<file path="config.mk">
export PLATFORM = sky130hd
export DESIGN_NAME = byte_serializer
export DESIGN_NICKNAME = d
export VERILOG_FILES = /design/src/rtl/byte_serializer.sv
export SDC_FILE = /design/constraint.sdc
export NUM_CORES = 1
export LEC_CHECK = 0
export ABC_AREA = 0
export CAP_MARGIN = 20
export CORE_MARGIN = 4
export CORE_UTILIZATION = 49
export CTS_CLUSTER_DIAMETER = 80
export DETAILED_ROUTE_END_ITERATION = 12
export HOLD_SLACK_MARGIN = 0.02
export PLACE_DENSITY = 0.69
export SLEW_MARGIN = 20
export SYNTH_ARGS = -nofsm -noshare
export SYNTH_HDL_FRONTEND = slang
export SYNTH_SLANG_ARGS = --single-unit
</file>
<file path="constraint.sdc">
create_clock -name clock -period 5.75 [get_ports clock]
set_input_delay 0.8625 -clock clock [delete_from_list [all_inputs] [get_ports clock]]
set_output_delay 0.8625 -clock clock [all_outputs]
set_load 0.01 [all_outputs]
</file>
<file path="src/rtl/byte_serializer.sv">
// byte_serializer: captures a parallel byte on load and shifts it out
// MSB-first on serial_out, holding each bit for DIV clock cycles.
// Optional feature macro: BYTE_SERIALIZER_PARITY_EN appends an even-parity
// ninth bit after bit 0.
module byte_serializer #(
    parameter int unsigned DIV = 4
) (
    input  logic       clock,
    input  logic       reset_n,
    input  logic       load,
    input  logic [7:0] data_in,
    output logic       ready,
    output logic       serial_out,
    output logic       bit_valid,
    output logic       done
);

`ifdef BYTE_SERIALIZER_PARITY_EN
    localparam int unsigned NBITS = 9;
`else
    localparam int unsigned NBITS = 8;
`endif

    localparam logic [3:0]  LAST_BIT = 4'(NBITS - 1);
    localparam logic [15:0] DIV_M1   = 16'(DIV - 1);

    typedef enum logic {IDLE, SHIFT} state_t;

    state_t             state_q, state_d;
    logic [NBITS-1:0]   shreg_q, shreg_d;
    logic [3:0]         bit_cnt_q, bit_cnt_d;
    logic [15:0]        div_cnt_q, div_cnt_d;
    logic               ready_q, ready_d;
    logic               serial_q, serial_d;
    logic               bit_valid_q, bit_valid_d;
    logic               done_q, done_d;
    logic [NBITS-1:0]   frame_word;

`ifdef BYTE_SERIALIZER_PARITY_EN
    assign frame_word = {data_in, ^data_in};
`else
    assign frame_word = data_in;
`endif

    // Next-state, shift and counter logic; outputs are precomputed so they leave on flops.
    always_comb begin
        state_d     = state_q;
        shreg_d     = shreg_q;
        bit_cnt_d   = bit_cnt_q;
        div_cnt_d   = div_cnt_q;
        bit_valid_d = 1'b0;
        done_d      = 1'b0;
        case (state_q)
            IDLE: begin
                if (load) begin
                    shreg_d     = frame_word;
                    bit_cnt_d   = 4'd0;
                    div_cnt_d   = DIV_M1;
                    state_d     = SHIFT;
                    bit_valid_d = 1'b1;
                end
            end
            SHIFT: begin
                if (div_cnt_q == 16'd0) begin
                    if (bit_cnt_q == LAST_BIT) begin
                        state_d   = IDLE;
                        shreg_d   = '0;
                        bit_cnt_d = 4'd0;
                        done_d    = 1'b1;
                    end else begin
                        shreg_d     = {shreg_q[NBITS-2:0], 1'b0};
                        bit_cnt_d   = bit_cnt_q + 4'd1;
                        div_cnt_d   = DIV_M1;
                        bit_valid_d = 1'b1;
                    end
                end else begin
                    div_cnt_d = div_cnt_q - 16'd1;
                end
            end
            default: state_d = IDLE;
        endcase
        ready_d  = (state_d == IDLE);
        serial_d = (state_d == SHIFT) && shreg_d[NBITS-1];
    end

    // State, datapath and registered outputs; reset aborts any frame in flight.
    always_ff @(posedge clock or negedge reset_n) begin
        if (!reset_n) begin
            state_q     <= IDLE;
            shreg_q     <= '0;
            bit_cnt_q   <= 4'd0;
            div_cnt_q   <= 16'd0;
            ready_q     <= 1'b1;
            serial_q    <= 1'b0;
            bit_valid_q <= 1'b0;
            done_q      <= 1'b0;
        end else begin
            state_q     <= state_d;
            shreg_q     <= shreg_d;
            bit_cnt_q   <= bit_cnt_d;
            div_cnt_q   <= div_cnt_d;
            ready_q     <= ready_d;
            serial_q    <= serial_d;
            bit_valid_q <= bit_valid_d;
            done_q      <= done_d;
        end
    end

    assign ready      = ready_q;
    assign serial_out = serial_q;
    assign bit_valid  = bit_valid_q;
    assign done       = done_q;

endmodule

</file>
==> results_dict.tcl, run 1 <==
set metrics [dict create \
    crit_path_end_kind "flip-flop" \
    clk_pin_slew_worst_paths_ns 0.10 \
    fin_util 0.574 \
    dr_total_vias 1351 \
    syn_avg_cell_area_um2 10.5 \
    dieArea_mm2 0.00463 \
    wl_met1_um 1720 \
    criticalPathCategory "flip-flop to flip-flop" \
    worst_pin_slew_ns 0.824 \
    synth_ff_type "dfrtp_1" \
    cts_sinks 33 \
    yosysSeqAreaShare 0.468 \
    synth.distinct_cells 47 \
    initial_core_util 0.518 \
    synth_fp_nets 182 \
    area_growth_pct 10.9 \
    routedWlPerCell_um 15.5 \
    route.met3.wl_um 99 \
    syn_area_mm2 0.00177 \
    finalHoldViolCount 0 \
    globalplace.congestion 0.794 \
    final_common_cell "dfrtp_1" \
    yosys_warnings 0 \
    post-route-period-util 0.412 \
    cts_root_buf "clkbuf_4" \
    dr_wl_met2_um 1650 \
    port_buffers 14 \
    slew_headroom 0.448 \
    grt_max_degree 34 \
    power_density_mw_per_mm2 453 \
    ant_nets 0 \
    cp_max_fo 14 \
    cts_made_buffers 5 \
    setup_viol 0 \
    mostFrequentLayoutCells "dfrtp_1, nand2_1, clkdlybuf4s50_1" \
    report.final.slew_viol_count 0 \
    antenna_found_initial 0 \
    placed_area_mm2 0.00191 \
    arrival_ns 2.59 \
    clock-skew-final_ns 0.00876 \
    final_area_mm2 0.00196 \
    max-vdd-ir-drop_mv 0.207 \
    grt-ovfl-total 0 \
    rsz0062_at_grt "no" \
    synth-edff-count 0 \
    post_cts_buffers 0 \
    nets 195 \
    die_h_um 68.1 \
    grt_pass1_vias 1325 \
    status "complete, no violations" \
    cts_hold_buf 0 \
    rows 21 \
    dp.final_hpwl_um 2470 \
    routed_via_density 5.93 \
    num_antenna_cells 0 \
    async_flop_share 1.00 \
    grt_use_total 0.180 \
    htree_num_levels 2 \
    finalSetupTns_ns 0 \
    synthCells 169 \
    io_pins 15 \
    first_pass_iters 4 \
    fmax_mhz 422 \
    p_total_mw 0.889 \
    startpoint_type "flip-flop" \
    max_cap_viol_count 0 \
    fin_crit_ns 2.37 \
    cts_tree "done" \
    top_layer "met4" \
    clk_latency_ns 0.33 \
    drt_iter0_markers 78 \
    ys_seq_elements 33 \
    grt_pass1_wl_um 6220 \
    cts_resized 0 \
    drive_gt1_frac 0.0934 \
    clock_path_buffers 2 \
    wl_um 3540 \
    whs_ns 0.502 \
    die_w_um 68.1 \
    fp.coreArea_mm2 0.00342 \
    required_ns 5.97 \
    hp-class "flip-flop to flip-flop" \
    power.leakage_nw 0.874 \
    drc 0 \
]
==> synth_stat cells, types with 2 or more instances <==
cell type / n / area share
nor4_4: 2 / 0.024
xnor2_1: 2 / 0.0099
nor2b_1: 2 / 0.0071
o31a_1: 2 / 0.0099
nor3_1: 11 / 0.031
o21ai_0: 9 / 0.025
a21oi_1: 6 / 0.017
nand2_1: 15 / 0.032
ha_1: 2 / 0.014
nor4b_1: 2 / 0.0099
buf_6: 4 / 0.025
nor4_1: 2 / 0.0071
a31oi_1: 3 / 0.011
inv_1: 6 / 0.013
dfrtp_1: 32 / 0.45
a211o_1: 6 / 0.030
mux2i_1: 6 / 0.034
o21ai_1: 2 / 0.0057
and3_1: 5 / 0.018
nand4_1: 5 / 0.018
nor2_1: 2 / 0.0042
nand3_1: 12 / 0.034
buf_2: 3 / 0.0085
a22o_1: 4 / 0.020
a21o_1: 2 / 0.0085
==> worst max-delay path, cell delays in order, from the launching register on <==
cell,delay (ns)
dfrtp_1,0.47
nor3_2,0.72
a41oi_2,0.48
and3_1,0.33
a211o_1,0.26
==> sequential cells by signal, indices dropped and copies added, names as in the netlist <==
name and count:
bit_cnt_q 4, bit_valid 1, div_cnt_q 16, done 1
ready 1, serial_out 1, shreg_q 8, state_q 1
==> routing by layer <==
layer | vias to the layer above | global-route usage
met1 | 663 | 0.244
li1 | 665 | -
met4 | 0 | 0.0695
met2 | 14 | 0.276
met3 | 9 | 0.0460
met5 | - | 0
==> cells by family after synthesis <==
kind of cell,count (synthesis),share of synthesized area
simple gates,64,0.223
compound gates,44,0.185
flops,33,0.468
buf+inv,16,0.0545
mux,7,0.0403
xor+xnor,3,0.0149
fa+ha+maj,2,0.0142
==> path summary, 6_finish.rpt <==
kind	start	endpoint	slack, ns	cells after the start
worst max-delay path	div_cnt_q[3]	div_cnt_q[10]	3.38	4
worst min-delay path	bit_cnt_q[3]	bit_cnt_q[3]	0.50	1
worst max register to register	div_cnt_q[3]	div_cnt_q[10]	3.38	4
worst min register to register	bit_cnt_q[3]	bit_cnt_q[3]	0.50	1
max in group asynchronous	reset_n	ready	4.47	2
min in group asynchronous	reset_n	div_cnt_q[9]	0.93	2
==> through the flow <==
stage | setup WS [ns] | std cells
final | 3.38 | 228
after global routing | 3.19 | 228
after CTS | 3.39 | 228
after detailed placement | 3.35 | 221
after global placement | 3.42 | 221
after floorplan | 3.88 | 169
==> cell type report <==
type | instances | area, µm²
sequential | 33 | 827
multi-input combinational | 120 | 845
tap | 46 | 57.6
clock buffer | 7 | 55.1
inverter | 7 | 28.8
timing repair buffer | 15 | 148
fill | 309 | 1460
==> where the power goes <==
group	switching (mW)	total (mW)	leakage, nW	internal [mW]
sequential	0.118	0.443	0.397	0.325
clock	0.0717	0.129	0.0314	0.0577
combinational	0.160	0.316	0.445	0.156
total	0.350	0.889	0.874	0.539
Note: power is estimated with default switching activity, not from simulation.
==> inputs of run 2 (changes only) <==
==> constraint.sdc (replaced) <==
create_clock -name clock -period 2.45 [get_ports clock]
set_input_delay 0.3675 -clock clock [delete_from_list [all_inputs] [get_ports clock]]
set_output_delay 0.3675 -clock clock [all_outputs]
set_load 0.01 [all_outputs]
==> results_dict.tcl, run 2 (same netlist as run 1, synthesis figures left out) <==
set metrics [dict create \
    criticalPathCategory "flip-flop to flip-flop" \
    worst_pin_slew_ns 0.631 \
    max_cap_viol_count 0 \
    dieArea_mm2 0.00463 \
    drc 0 \
    rsz0062_at_grt "no" \
    routed_via_density 5.97 \
    mostFrequentLayoutCells "dfrtp_1, nand2_1, clkdlybuf4s50_1" \
    slew_headroom 0.576 \
    status "complete, no violations" \
    finalHoldViolCount 0 \
    initial_core_util 0.518 \
    die_h_um 68.1 \
    cp.depth 6 \
    rr_endpoint "bit_cnt_q[3]" \
    r2r-start "div_cnt_q[0]" \
    die_w_um 68.1 \
    htree_num_levels 2 \
    fin_util 0.579 \
    setup_viol 0 \
    finalSetupTns_ns 0 \
    num_antenna_cells 0 \
    wl_um 3610 \
    cp_max_fo 21 \
    clock-skew-final_ns 0.00621 \
    multiInputGateArea_um2 845 \
    area_growth_pct 12.0 \
    dr_total_vias 1386 \
    crit_path_max_incr_delay_ns 0.45 \
    rows 21 \
    worst-path-buf-inv 1 \
    grt_max_degree 34 \
    clk_pin_slew_worst_paths_ns 0.10 \
    ant_nets 0 \
    fillers 292 \
    fp.coreArea_mm2 0.00342 \
    grt_use_total 0.189 \
    fmax_mhz 468 \
    power_density_mw_per_mm2 1050 \
    drive_gt1_frac 0.113 \
    startpoint "div_cnt_q[0]" \
    post-route-period-util 0.871 \
    arrival_ns 2.37 \
    max-vdd-ir-drop_mv 0.487 \
    cts_made_buffers 5 \
    max_flop_register "div_cnt_q" \
    crit_path_end_kind "flip-flop" \
    critPathTopFamily "simple AND/OR/NAND/NOR gates" \
    nets 198 \
    post_cts_buffers 0 \
    clock_path_buffers 2 \
    clk_latency_ns 0.33 \
    crit_path_end "bit_cnt_q[3]" \
    required_ns 2.68 \
    hp-class "primary input to async pin" \
    grt-ovfl-total 0 \
    power.leakage_nw 0.888 \
    cp_cell_sequence "inv_1 > ha_1 > nor4b_4 > and4_4 > mux2_2 > a21o_1" \
    io_pins 15 \
    report.final.slew_viol_count 0 \
    drt_iter0_markers 70 \
    dp.final_hpwl_um 2570 \
    regArea_um2 827 \
    final_common_cell "dfrtp_1" \
    grt_pass1_wl_um 6440 \
    cts_root_buf "clkbuf_4" \
    grt_pass1_vias 1345 \
    startpoint_type "flip-flop" \
    cts_sinks 33 \
    largest_reg_flops 16 \
    reg.largest.list "div_cnt_q: 16 flops, shreg_q: 8 flops, bit_cnt_q: 4 flops" \
    port_buffers 14 \
    worstRegToRegCells 6 \
    rrSetupSlack_ns 0.31 \
    routedWlPerCell_um 15.5 \
    cts_resized 0 \
    first_pass_iters 4 \
    globalplace.congestion 0.825 \
    cts_hold_buf 0 \
    fin_crit_ns 2.14 \
    worst_path_max_delay_cell "and4_4" \
    cts_tree "done" \
    antenna_found_initial 0 \
]
==> run 2: worst reg2reg max path: stages, from the launching register on <==
cell and delay (ns):
dfrtp_1 0.43, inv_1 0.07, ha_1 0.19, nor4b_4 0.38, and4_4 0.45, mux2_2 0.36, a21o_1 0.17
==> run 2: how the worst min path moves through the flow <==
stage | start | end | slack [ns] | cells past startpoint
2_1_floorplan | reset_n | bit_cnt_q[0] | 0.07 | 0
5_1_grt | reset_n | div_cnt_q[9] | 0.45 | 2
3_3_place_gp | bit_cnt_q[3] | bit_cnt_q[3] | 0.47 | 1
4_1_cts | reset_n | bit_cnt_q[3] | 0.42 | 2
6_report | reset_n | div_cnt_q[4] | 0.43 | 2
3_5_place_dp | bit_cnt_q[3] | bit_cnt_q[3] | 0.50 | 1
==> run 2: stage by stage <==
step | cells | setup WS, ns | power, mW | hold slack, ns | area [µm²]
3_3_place_gp | 224 | 0.359 | 1.77 | 0.473 | 1930
4_1_cts | 232 | 0.323 | 2.10 | 0.423 | 1980
5_1_grt | 232 | 0.187 | 2.25 | 0.447 | 1980
3_5_place_dp | 224 | 0.329 | 1.81 | 0.496 | 1930
6_report | 232 | 0.315 | 2.08 | 0.427 | 1980
2_1_floorplan | 169 | 0.575 | 1.58 | 0.0719 | 1770
==> run 2: routing by layer <==
| layer | track usage | up-vias | wire length, µm |
|---|---|---|---|
| met5 | 0 | - | 0 |
| met1 | 0.253 | 688 | 1720 |
| met2 | 0.280 | 21 | 1730 |
| li1 | - | 672 | - |
| met3 | 0.0542 | 5 | 99 |
| met4 | 0.0918 | 0 | 59 |
==> run 2: cell type report <==
class                      instances  share of cell area
multi-input combinational        120               0.427
timing repair buffer              18              0.0860
tap                               46              0.0291
clock inverter                     2             0.00506
sequential                        33               0.418
clock buffer                       6              0.0209
inverter                           7              0.0145
==> run 2: power by group <==
group	internal [mW]	switching (mW)	total, mW
combinational	0.386	0.371	0.757
sequential	0.762	0.278	1.04
clock	0.109	0.178	0.287
total	1.26	0.827	2.08
==> inputs of run 3 (changes only) <==
--- a/config.mk
+++ b/config.mk
@@ -6,11 +6,14 @@
 export NUM_CORES = 1
 export LEC_CHECK = 0
 export ABC_AREA = 0
+export ABC_CLOCK_PERIOD_IN_PS = 2450
 export CAP_MARGIN = 20
 export CORE_MARGIN = 4
 export CORE_UTILIZATION = 49
+export CTS_BUF_LIST = sky130_fd_sc_hd__clkbuf_4
 export CTS_CLUSTER_DIAMETER = 80
 export DETAILED_ROUTE_END_ITERATION = 12
+export GPL_TIMING_DRIVEN = 1
 export HOLD_SLACK_MARGIN = 0.02
 export PLACE_DENSITY = 0.69
 export SLEW_MARGIN = 20
==> results_dict.tcl, run 3 (same netlist as run 1, synthesis figures left out) <==
set metrics [dict create \
    status "complete, no violations" \
    grt_pass1_wl_um 6480 \
    cts_tree "done" \
    hp-class "primary input to async pin" \
    cp_max_fo 21 \
    clk_pin_slew_worst_paths_ns 0.10 \
    swShare 0.394 \
    finalHoldViolCount 0 \
    internal-power_mw 1.27 \
    startpoint_type "flip-flop" \
    antenna_found_initial 0 \
    multiInputGateArea_um2 845 \
    grt-ovfl-total 0 \
    fin_crit_ns 2.13 \
    die_h_um 68.1 \
    crit_path_max_incr_delay_ns 0.45 \
    seq_power_share 0.496 \
    max_cap_viol_count 0 \
    initial_core_util 0.518 \
    cts_hold_buf 0 \
    arrival_ns 2.37 \
    io_pins 15 \
    setup_viol 0 \
    report.final.slew_viol_count 0 \
    fmax_mhz 468 \
    worst_pin_slew_ns 0.646 \
    ant_nets 0 \
    clock_path_buffers 2 \
    dp.final_hpwl_um 2570 \
    final_area_mm2 0.00198 \
    fin_util 0.581 \
    p_switching_mw 0.825 \
    cts_made_buffers 5 \
    max_flop_register "div_cnt_q" \
    p_clk_frac 0.141 \
    grt_max_degree 34 \
    fillers 290 \
    num_antenna_cells 0 \
    clk_latency_ns 0.33 \
    power.leakage_nw 0.892 \
    cts_sinks 33 \
    grt_use_total 0.190 \
    max-vdd-ir-drop_mv 0.486 \
    drt_iter0_markers 71 \
    post-route-period-util 0.871 \
    slew_headroom 0.566 \
    regArea_um2 827 \
    rsz0062_at_grt "no" \
    rows 21 \
    nets 198 \
    drive_gt1_frac 0.118 \
    criticalPathCategory "flip-flop to flip-flop" \
    placed_area_mm2 0.00193 \
    post_cts_buffers 0 \
    worst-path-buf-inv 1 \
    routedWlPerCell_um 15.6 \
    worst_path_max_delay_cell "and4_4" \
    port_buffers 14 \
    wl_um 3620 \
    area_growth_pct 12.2 \
    grt_pass1_vias 1360 \
    finalSetupTns_ns 0 \
    die_w_um 68.1 \
    htree_num_levels 2 \
    dieArea_mm2 0.00463 \
    routed_via_density 6.00 \
    combPwrFrac 0.362 \
    required_ns 2.68 \
    fp.coreArea_mm2 0.00342 \
    rrSetupSlack_ns 0.32 \
    power_density_mw_per_mm2 1060 \
    clock-skew-final_ns 0.00586 \
    final_common_cell "dfrtp_1" \
    cts_root_buf "clkbuf_4" \
    drc 0 \
    first_pass_iters 5 \
    critPathTopFamily "simple AND/OR/NAND/NOR gates" \
    dr_total_vias 1391 \
    globalplace.congestion 0.825 \
    largest_reg_flops 16 \
    cp_cell_sequence "inv_1 > ha_1 > nor4b_4 > and4_4 > mux2_2 > a21o_1" \
    cts_resized 0 \
    reg.largest.list "div_cnt_q: 16 flops, shreg_q: 8 flops, bit_cnt_q: 4 flops" \
    mostFrequentLayoutCells "dfrtp_1, nand2_1, clkdlybuf4s50_1" \
    crit_path_end_kind "flip-flop" \
]
[run 3: power groups by stage]
| stage | sequential [mW] | combinational [mW] | clock, mW |
|---|---|---|---|
| finish | 1.04 | 0.758 | 0.296 |
| global route | 1.08 | 0.850 | 0.336 |
| CTS | 1.03 | 0.762 | 0.314 |
| detailed placement | 1.04 | 0.761 | 0 |
| global placement | 1.03 | 0.737 | 0 |
| floorplan | 0.989 | 0.592 | 0 |
[run 3: final cells by class]
class / instances / area share
multi-input combinational: 120 / 0.426
sequential: 33 / 0.417
timing repair buffer: 18 / 0.0858
tap: 46 / 0.0290
clock buffer: 6 / 0.0227
inverter: 7 / 0.0145
clock inverter: 2 / 0.00505
[run 3: worst paths after layout]
path	from	endpoint	cells after the start
hold / removal	reset_n	bit_cnt_q[3]	2
min in group clock	bit_cnt_q[3]	bit_cnt_q[3]	1
hold reg to reg	bit_cnt_q[3]	bit_cnt_q[3]	1
max in group asynchronous	reset_n	ready	2
setup / recovery	div_cnt_q[0]	bit_cnt_q[3]	6
setup reg to reg	div_cnt_q[0]	bit_cnt_q[3]	6
[run 3: metrics by stage]
step	setup WS, ns	power, mW	hold WS [ns]	instances
2_1_floorplan	0.575	1.58	0.0719	169
3_3_place_gp	0.359	1.77	0.473	224
3_5_place_dp	0.329	1.81	0.496	224
4_1_cts	0.323	2.11	0.421	232
5_1_grt	0.187	2.26	0.447	232
6_report	0.315	2.09	0.429	232
[run 3: per-layer routing]
layer	GRT usage	wire, µm	vias up
met3	0.0542	137	5
li1	-	-	672
met2	0.284	1750	31
met4	0.0918	59	0
met1	0.253	1670	683
met5	0	0	-
